### config.mk
export PLATFORM = sky130hd
export DESIGN_NAME = seq_shift_add_multiplier
export DESIGN_NICKNAME = d
export VERILOG_FILES = /design/src/rtl/seq_shift_add_multiplier.sv
export SDC_FILE = /design/constraint.sdc
export NUM_CORES = 1
export LEC_CHECK = 0
export CELL_PAD_IN_SITES_DETAIL_PLACEMENT = 1
export CELL_PAD_IN_SITES_GLOBAL_PLACEMENT = 1
export CORE_MARGIN = 2
export CORE_UTILIZATION = 30
export DETAILED_ROUTE_END_ITERATION = 8
export HOLD_SLACK_MARGIN = 0.1
export PLACE_DENSITY_LB_ADDON = 0.05
export SETUP_SLACK_MARGIN = 0.3
export SLEW_MARGIN = 20
export SYNTH_ARGS = -nofsm -noshare
export SYNTH_HDL_FRONTEND = slang
export SYNTH_SLANG_ARGS = --single-unit
### constraint.sdc
create_clock -name clk -period 4.1 [get_ports clk]
set_input_delay 0.82 -clock clk [delete_from_list [all_inputs] [get_ports clk]]
set_output_delay 0.82 -clock clk [all_outputs]
set_load 0.01 [all_outputs]
### src/rtl/seq_shift_add_multiplier.sv
`default_nettype none
// ============================================================================
// Module  : seq_shift_add_multiplier
// Purpose : Iterative radix-2 shift-add multiplier, one multiplier bit per cycle,
//           optional signed mode, valid/ready on both sides.
// Rev     : 1.0
// ============================================================================
module seq_shift_add_multiplier #(
  parameter int WIDTH     = 8,
  parameter bit SIGNED_EN = 1'b1
) (
  input  logic                 clk,
  input  logic                 rst_n,
  input  logic                 in_valid,
  output logic                 in_ready,
  input  logic [WIDTH-1:0]     a,
  input  logic [WIDTH-1:0]     b,
  input  logic                 in_signed,
  output logic                 out_valid,
  input  logic                 out_ready,
  output logic [2*WIDTH-1:0]   product,
  output logic                 busy
);

  localparam int CNT_W = (WIDTH > 2) ? $clog2(WIDTH) : 1;
  localparam logic [CNT_W-1:0] LAST_ITER = CNT_W'(WIDTH - 1);

  typedef enum logic [1:0] {
    S_IDLE = 2'd0,
    S_RUN  = 2'd1,
    S_DONE = 2'd2
  } state_t;

  state_t state, state_nxt;

  logic [CNT_W-1:0]   cnt;
  logic [WIDTH-1:0]   mcand;
  logic               neg;
  // Upper half accumulates partial products; lower half holds the remaining
  // multiplier bits, which shift out as product bits shift in.
  logic [2*WIDTH-1:0] acc;
  logic [2*WIDTH-1:0] acc_nxt;
  logic [WIDTH:0]     upper_sum;

  logic               mode_in;
  logic [WIDTH-1:0]   a_mag;
  logic [WIDTH-1:0]   b_mag;
  logic               accept;
  logic               last_iter;

  // Operand conditioning; the most-negative value negates to itself,
  // which read as unsigned is exactly its magnitude.
  always_comb begin
    mode_in = SIGNED_EN && in_signed;
    a_mag   = (mode_in && a[WIDTH-1]) ? -a : a;
    b_mag   = (mode_in && b[WIDTH-1]) ? -b : b;
  end

  always_comb begin
    upper_sum = {1'b0, acc[2*WIDTH-1:WIDTH]}
              + (acc[0] ? {1'b0, mcand} : {(WIDTH+1){1'b0}});
    acc_nxt   = {upper_sum, acc[WIDTH-1:1]};
  end

  always_ff @(posedge clk or negedge rst_n) begin
    if (!rst_n) begin
      state <= S_IDLE;
    end else begin
      state <= state_nxt;
    end
  end

  always_comb begin
    state_nxt = state;
    in_ready  = 1'b0;
    out_valid = 1'b0;
    accept    = 1'b0;
    last_iter = 1'b0;
    unique case (state)
      S_IDLE: begin
        in_ready = 1'b1;
        accept   = in_valid;
        if (in_valid) begin
          state_nxt = S_RUN;
        end
      end
      S_RUN: begin
        last_iter = (cnt == LAST_ITER);
        if (cnt == LAST_ITER) begin
          state_nxt = S_DONE;
        end
      end
      S_DONE: begin
        out_valid = 1'b1;
        if (out_ready) begin
          state_nxt = S_IDLE;
        end
      end
      default: begin
        state_nxt = S_IDLE;
      end
    endcase
    busy = !in_ready;
  end

  always_ff @(posedge clk or negedge rst_n) begin
    if (!rst_n) begin
      cnt     <= '0;
      mcand   <= '0;
      neg     <= 1'b0;
      acc     <= '0;
      product <= '0;
    end else begin
      if (accept) begin
        cnt   <= '0;
        mcand <= a_mag;
        neg   <= mode_in && (a[WIDTH-1] ^ b[WIDTH-1]);
        acc   <= {{WIDTH{1'b0}}, b_mag};
      end else if (state == S_RUN) begin
        cnt <= cnt + 1'b1;
        acc <= acc_nxt;
        if (last_iter) begin
          product <= neg ? -acc_nxt : acc_nxt;
        end
      end
    end
  end

endmodule
`default_nettype wire
**After elaboration in Yosys (flattened, before gate mapping)**

Index checks and enable logic that the tools add are counted.

- Bits of input ports: 21
- Output and inout bits: 19
- Register bits: 46
- Word-level logic and storage cells: 43

- Reduce and logical (&&, ||, !) cells: 8
- Mux-type cells: 16
- Equal/unequal tests: 6
- Add/sub/neg operators: 5
- Bitwise logic cells: 2

Operators with widths:

| cell | number |
|---|---|
| two-way mux 16 bit | 3 |
| two-way mux 8 bit | 3 |
| negation 16 bit | 1 |
| negation 8 bit | 2 |
| adder 8 x 8 -> 9 bit | 1 |
| two-way mux 2 bit | 3 |
| two-way mux 3 bit | 2 |
| != test 2 bit (second input constant) | 3 |
| one-hot mux 2 bit (3 select lines) | 1 |
| AND reduction 3 bit | 2 |
| two-way mux 1 bit | 4 |
| adder 3 x 1 -> 3 bit (second input constant) | 1 |
| == test 3 bit (second input constant) | 1 |
| logical AND 1 bit | 3 |
| == test 2 x 1 -> 1 bit (second input constant) | 1 |
| == test 2 bit (second input constant) | 1 |
| zero test 2 bit | 1 |
| nonzero test 2 bit | 1 |
| zero test 1 bit | 1 |
| NOT 1 bit | 1 |
| XOR 1 bit | 1 |

**Logic depth before layout (Yosys ltp)**

Gate-level depths: netlist of the first run.

- Depth in word-level cells: 4
- Gate-level depth with buffers: 9
- Mapped depth without buffers: 9

**Worst setup path after synthesis of the first run**

OpenSTA, ideal clock, no wires.

- Path kind: reg-to-reg
- Start: reg acc[0]
- End: reg product[14]
- Path buffers: 0
- Data arrival time: 2337 ps
- Setup slack: 1632 ps
- Period minus slack after synthesis: 2468 ps
- Stages on the path, launching flop included: 10
- Cells stage by stage: dfrtp_1 and2_1 ha_1 fa_1 a21o_1 a211oi_1 o221ai_2 o41ai_2 xnor2_1 o21ai_1

- Cells in the longest elaborated chain, start to end: 4

Ends and longest elaborated chain:

| what | line | text |
|---|---|---|
| from (decl) | 41 | `logic [2*WIDTH-1:0] acc;` |
| from (signal assigned) | 118 | `acc <= {{WIDTH{1'b0}}, b_mag};` |
| from (signal assigned) | 121 | `acc <= acc_nxt;` |
| two-way mux 8 bit * | 61 | `+ (acc[0] ? {1'b0, mcand} : {(WIDTH+1){1'b0}});` |
| adder 8 x 8 -> 9 bit * | 61 |  |
| negation 16 bit | 123 | `product <= neg ? -acc_nxt : acc_nxt;` |
| two-way mux 16 bit * | 123 |  |
| to (signal assigned) | 123 |  |
| to (decl) | 21 | `output logic [2*WIDTH-1:0] product,` |

Mark *: on every way between the ends. The rest lies on a longest branch, timed or not.
A chain may end at the register's enable or synchronous reset.

**Worst setup path in the final report of the first run**

Ends and elaborated chain as after synthesis.

==> impl_metrics.tcl, run 1 <==
set metrics [dict create \
    post-route-period-util_pct 66.0 \
    outcome "finished clean" \
    synth_most_common_cell "nand2_1" \
    finalSetupViolCount 0 \
    grtUsageMet3_pct 2.36 \
    via_per_inst 5.15 \
    die_h_um 101 \
    grt_overflow 0 \
    power_density_nw_per_um2 763 \
    grt_pass1_vias 2410 \
    num_antenna_cells 0 \
    clk_latency_ns 0.30 \
    worstPathRequired_ns 4.26 \
    path_buf_inv 0 \
    syn_avg_cell_area_um2 8.66 \
    rsz0062_at_grt "no" \
    rrSetupSlack_ns 1.39 \
    rows 35 \
    dieArea_um2 10100 \
    cp_top_family "adder cells" \
    p_switching_mw 1.14 \
    setup-tns-final_ns 0 \
    synthTopCellsByArea "dfrtp_1 41%, nand2_1 7.4%, o21ai_0 7.3%" \
    gr-usage-met1_pct 21.7 \
    p_sw_share_pct 44.0 \
    hold_violations 0 \
    fin_util_pct 37.2 \
    grt_max_degree 47 \
    synth_cell_types 44 \
    maxCapViolCount 0 \
    ant_nets 0 \
    cts-root-buf "clkbuf_8" \
    cp_max_fo 9 \
    crit_slowest_cell "dfrtp_1" \
    design_area_um2 3410 \
    totalWireLength_mm 7.49 \
    syn_to_final_growth_pct 21.4 \
    ys_seq_area_share_pct 41.0 \
    synth_common_cells "55 x nand2_1, 46 x dfrtp_1, 41 x o21ai_0" \
    place_hpwl_mm 5.66 \
    startpoint_type "flop" \
    die_w_um 101 \
    vdd_drop_max_mv 0.231 \
    fmax_ghz 0.369 \
    fin_skew_ns 0.0115 \
    critical_path.max_stage_delay_ns 0.45 \
    synth_nets 359 \
    finalNetCount 393 \
    total_power_mw 2.60 \
    path_clk_slew_ns 0.10 \
    synth_edf_count 0 \
    grt-busiest-layer "met2" \
    seqPwrFrac_pct 32.6 \
    cts_sinks 46 \
    leakage_nw 1.47 \
    postSynth.asyncResetShare_pct 100 \
    grt_antenna_before_repair 0 \
    post_cts_buffers 0 \
    drc 0 \
    whs_ns 0.479 \
    drive_gt1_share_pct 5.29 \
    routed-via-count 2421 \
    core-area_um2 9150 \
    timing.slew.headroom_pct 37.0 \
    place_congestion 0.770 \
    combPwrFrac_pct 54.0 \
    htree_num_levels 2 \
    crit_top_cell "xnor2_1" \
    routedWlPerCell_um 15.9 \
    crit_chain "and2_1, ha_1, fa_1, xnor2_1, nor3b_4, o221ai_2, o41ai_2, xnor2_1, o21ai_1" \
    synth_top_area_share_pct 41.0 \
    min_path_type "flop to flop" \
    synthFlopType "dfrtp_1" \
    ys_ff_latch 46 \
    numCtsBuffers 5 \
    initial_core_util_pct 30.7 \
    drt_iter0_markers 57 \
    postCtsResizedCells 0 \
    period_needed_ns 2.71 \
    grtUsageTotal_pct 15.6 \
    critPathKind "flop to flop" \
    yosys_warnings 0 \
    tightest_slew_ns 0.943 \
    syn-cell-area_um2 2810 \
    postSynthCellCount 324 \
    grtUsageMet2_pct 25.9 \
    worstPathArrival_ns 2.86 \
    pwr-share-clk_pct 13.4 \
    grt_pass1_wl_mm 12.4 \
    cp-end-kind "flop" \
    hold_buffers 0 \
    power.internal_mw 1.46 \
    io_buffers 39 \
    synth.largest_area_cell "dfrtp_1" \
    cts_tree "yes" \
    drv_slew 0 \
    cts_buffer_depth 2 \
    placed_cell_area_um2 3290 \
    drt-pass1-iter-count 4 \
    num_io_pins 40 \
]
registers in the layout (all words and copies together), names as in the netlist:
register  count
acc          16
mcand         8
state         2
cnt           3
product      16
neg           1
power by group through the flow:
| stage | registers [mW] | clock network, mW | logic [mW] |
|---|---|---|---|
| 6_report | 0.847 | 0.349 | 1.40 |
| 4_1_cts | 0.850 | 0.365 | 1.44 |
| 3_5_place_dp | 0.860 | 0 | 1.43 |
| 5_1_grt | 0.885 | 0.381 | 1.59 |
| 3_3_place_gp | 0.853 | 0 | 1.40 |
| 2_1_floorplan | 0.826 | 0 | 0.936 |
routing by layer:
layer	part of all wire, %	routed length, um	vias up
met5	0	0	-
met3	2.6	193	6
met2	45	3380	37
met4	0.85	64	0
met1	51	3850	1169
li1	-	-	1209
cell type report:
cell class | instances | area (um2)
multi-input cells | 254 | 1570
well taps | 111 | 139
fillers | 1091 | 5740
flip-flops and latches | 46 | 1150
clock inverters | 2 | 37.5
clock buffers | 6 | 72.6
repair buffers | 41 | 403
inverters | 10 | 37.5
placed cells by master, fill, tap and decap left out, types with 2 or more instances in the layout:
cell type	Yosys	layout
a31oi_1	9	9
nand3_1	20	20
clkbuf_8	0	5
buf_4	0	3
xnor2_1	11	11
ha_1	13	13
inv_1	10	10
and2_1	8	8
or3_1	4	4
a211oi_1	4	4
o21ai_1	2	2
mux2i_1	3	3
clkdlybuf4s50_1	0	38
xor2_1	14	14
o31ai_1	8	8
nor2_1	22	22
dfrtp_1	46	46
nand2_1	55	55
o21ai_0	41	41
nand2b_1	3	2
o21a_1	2	2
or2_2	2	2
a21o_1	3	3
nor4_1	2	2
nand4_1	2	2
nor2b_1	2	2
a21oi_1	5	5
worst min-delay path, cell delays in order, from the launching register on:
cell,delay (ns)
dfrtp_1,0.35
nand2_1,0.05
o21ai_0,0.06
worst paths after layout:
kind | depth (start not counted) | endpoint | start
max in group asynchronous | 1 | acc[5] | rst_n
worst max-delay path | 9 | product[14] | acc[0]
min in group asynchronous | 1 | acc[14] | rst_n
worst min register to register | 2 | mcand[6] | mcand[6]
worst max register to register | 9 | product[14] | acc[0]
worst min-delay path | 2 | mcand[6] | mcand[6]
per-stage QoR:
| step | instances | setup WS, ns |
|---|---|---|
| 6_report | 470 | 1.39 |
| 5_1_grt | 470 | 1.15 |
| 4_1_cts | 470 | 1.36 |
| 3_5_place_dp | 462 | 1.39 |
| 3_3_place_gp | 462 | 1.44 |
| 2_1_floorplan | 324 | 1.63 |
kinds of logic after synthesis:
family / synth area share, %
simple gates: 21.6
buf+inv: 3.21
flops: 41.0
compound gates: 18.4
mux: 1.47
xor+xnor: 7.80
fa+ha+maj: 6.51
No activity file was read; power rests on OpenSTA's default activity.
==> run 2: changes to the inputs <==
- clock period: 4.1 -> 2.21 ns (I/O delays scaled with it)
==> impl_metrics.tcl, run 2 (synthesized netlist as in run 1, its figures left out) <==
set metrics [dict create \
    cp_max_fo 4 \
    vdd_drop_max_mv 0.603 \
    power_density_nw_per_um2 1510 \
    fin_util_pct 45.2 \
    crit_chain "and2_4, ha_4, fa_2, a21o_1, a211oi_4, o221ai_4, nor4_2, mux2i_1, nand3_1" \
    final_common_cell "nand2_1" \
    totalWireLength_mm 7.69 \
    worstPathRequired_ns 2.40 \
    grt_overflow 0 \
    startpoint_type "flop" \
    timing.slew.headroom_pct 51.5 \
    clk_latency_ns 0.31 \
    cts_tree "yes" \
    syn_to_final_growth_pct 47.5 \
    grt_pass1_wl_mm 13.0 \
    worstPathArrival_ns 2.61 \
    drt-pass1-iter-count 4 \
    top_regs "acc x16, product x16, mcand x8" \
    cp_top_family "compound AO/OA/AOI/OAI gates" \
    cp-end-kind "flop" \
    initial_core_util_pct 30.7 \
    place_congestion 0.787 \
    maxCapViolCount 0 \
    cts_sinks 46 \
    total_power_mw 6.26 \
    grt_max_degree 46 \
    htree_num_levels 2 \
    rows 35 \
    multi_input_area_um2 1890 \
    core-area_um2 9150 \
    regArea_um2 1150 \
    die_h_um 101 \
    outcome "complete, but fails checks" \
    drv_slew 0 \
    violations "setup timing" \
    numCtsBuffers 5 \
    fmax_ghz 0.413 \
    period_needed_ns 2.42 \
    num_io_pins 40 \
    drc 0 \
    rsz0062_at_grt "yes" \
    finalNetCount 437 \
    grtUsageTotal_pct 16.3 \
    cts-root-buf "clkbuf_8" \
    leakage_nw 1.79 \
    hp-start "product[8]" \
    tightest_slew_ns 0.728 \
    fillCellCount 1037 \
    ant_nets 0 \
    hold_violations 0 \
    fin_ws_ns -0.209 \
    num_antenna_cells 0 \
    fin_skew_ns 0.0141 \
    dieArea_um2 10100 \
    drive_gt1_share_pct 26.8 \
    routed-via-count 2580 \
    critical_path.startpoint "acc[0]" \
    cts_buffer_depth 2 \
    grt_pass1_vias 2628 \
    path_buf_inv 0 \
    finalSetupViolCount 6 \
    post-route-period-util_pct 109 \
    critical_path.max_stage_delay_ns 0.41 \
    die_w_um 101 \
    path_clk_slew_ns 0.09 \
    critPathKind "flop to flop" \
    routedWlPerCell_um 15.0 \
    place_hpwl_mm 5.81 \
    dp_slack_ns -0.245 \
    drt_iter0_markers 45 \
    min_path_type "flop to flop" \
    grt_antenna_before_repair 0 \
    layout_common_cells "54 x nand2_1, 46 x dfrtp_1, 38 x buf_4" \
    r2r_start "acc[0]" \
    crit_slowest_cell "dfrtp_1" \
    via_per_inst 5.02 \
    io_buffers 39 \
]
[run 2: final timing paths]
kind / end / slack [ns] / cells after the start
worst max-delay path: product[15] / -0.21 / 9
worst min-delay path: product[8] / 0.48 / 2
worst max register to register: product[15] / -0.21 / 9
worst min register to register: product[8] / 0.48 / 2
max in group asynchronous: acc[12] / 1.05 / 3
min in group asynchronous: product[2] / 0.55 / 2
[run 2: per-layer routing]
| layer | vias up | wire (um) | GRT usage [%] |
|---|---|---|---|
| met1 | 1249 | 3760 | 22.3 |
| li1 | 1293 | - | - |
| met4 | 0 | 65 | 3.79 |
| met5 | - | 0 | 0 |
| met2 | 33 | 3680 | 26.9 |
| met3 | 5 | 179 | 2.70 |
[run 2: worst reg2reg max path, delay by kind of cell (launching register included)]
family,cells,cell delay (ns)
AO/OA/AOI/OAI,3,0.67
adder cells (fa/ha/maj),2,0.56
AND/OR/NAND/NOR,3,0.45
flip-flops,1,0.41
multiplexers,1,0.21
[run 2: layout make-up]
type / count / share of cell area (%)
timing repair buffer: 85 / 18.9
multi-input combinational: 254 / 45.8
tap: 111 / 3.35
sequential: 46 / 27.8
inverter: 10 / 0.907
clock buffer: 5 / 1.66
clock inverter: 3 / 1.66
[run 2: through the flow]
stage	TNS [ns]	instance area (um2)	instances	hold WS (ns)
floorplan	-0.177	2850	324	0.146
global placement	-0.811	3620	496	0.380
detailed placement	-1.08	3620	496	0.371
CTS	-0.805	3850	508	0.491
global route	-1.56	4140	514	0.522
finish	-0.810	4140	514	0.480
[run 2: what timing repair did]
item	in CTS	in global routing
pin swaps	8	21
buffers inserted	3	6
hold buffers	1	0
setup endpoints to repair	16	17
hold endpoints to repair	12	0
resized for setup	20	52
[run 2: where the power goes]
part	switching (mW)	leakage, nW	internal, mW
Clock	0.313	0.0683	0.453
Sequential	0.329	0.578	1.23
Combinational	1.92	1.14	2.02
Total	2.56	1.79	3.70
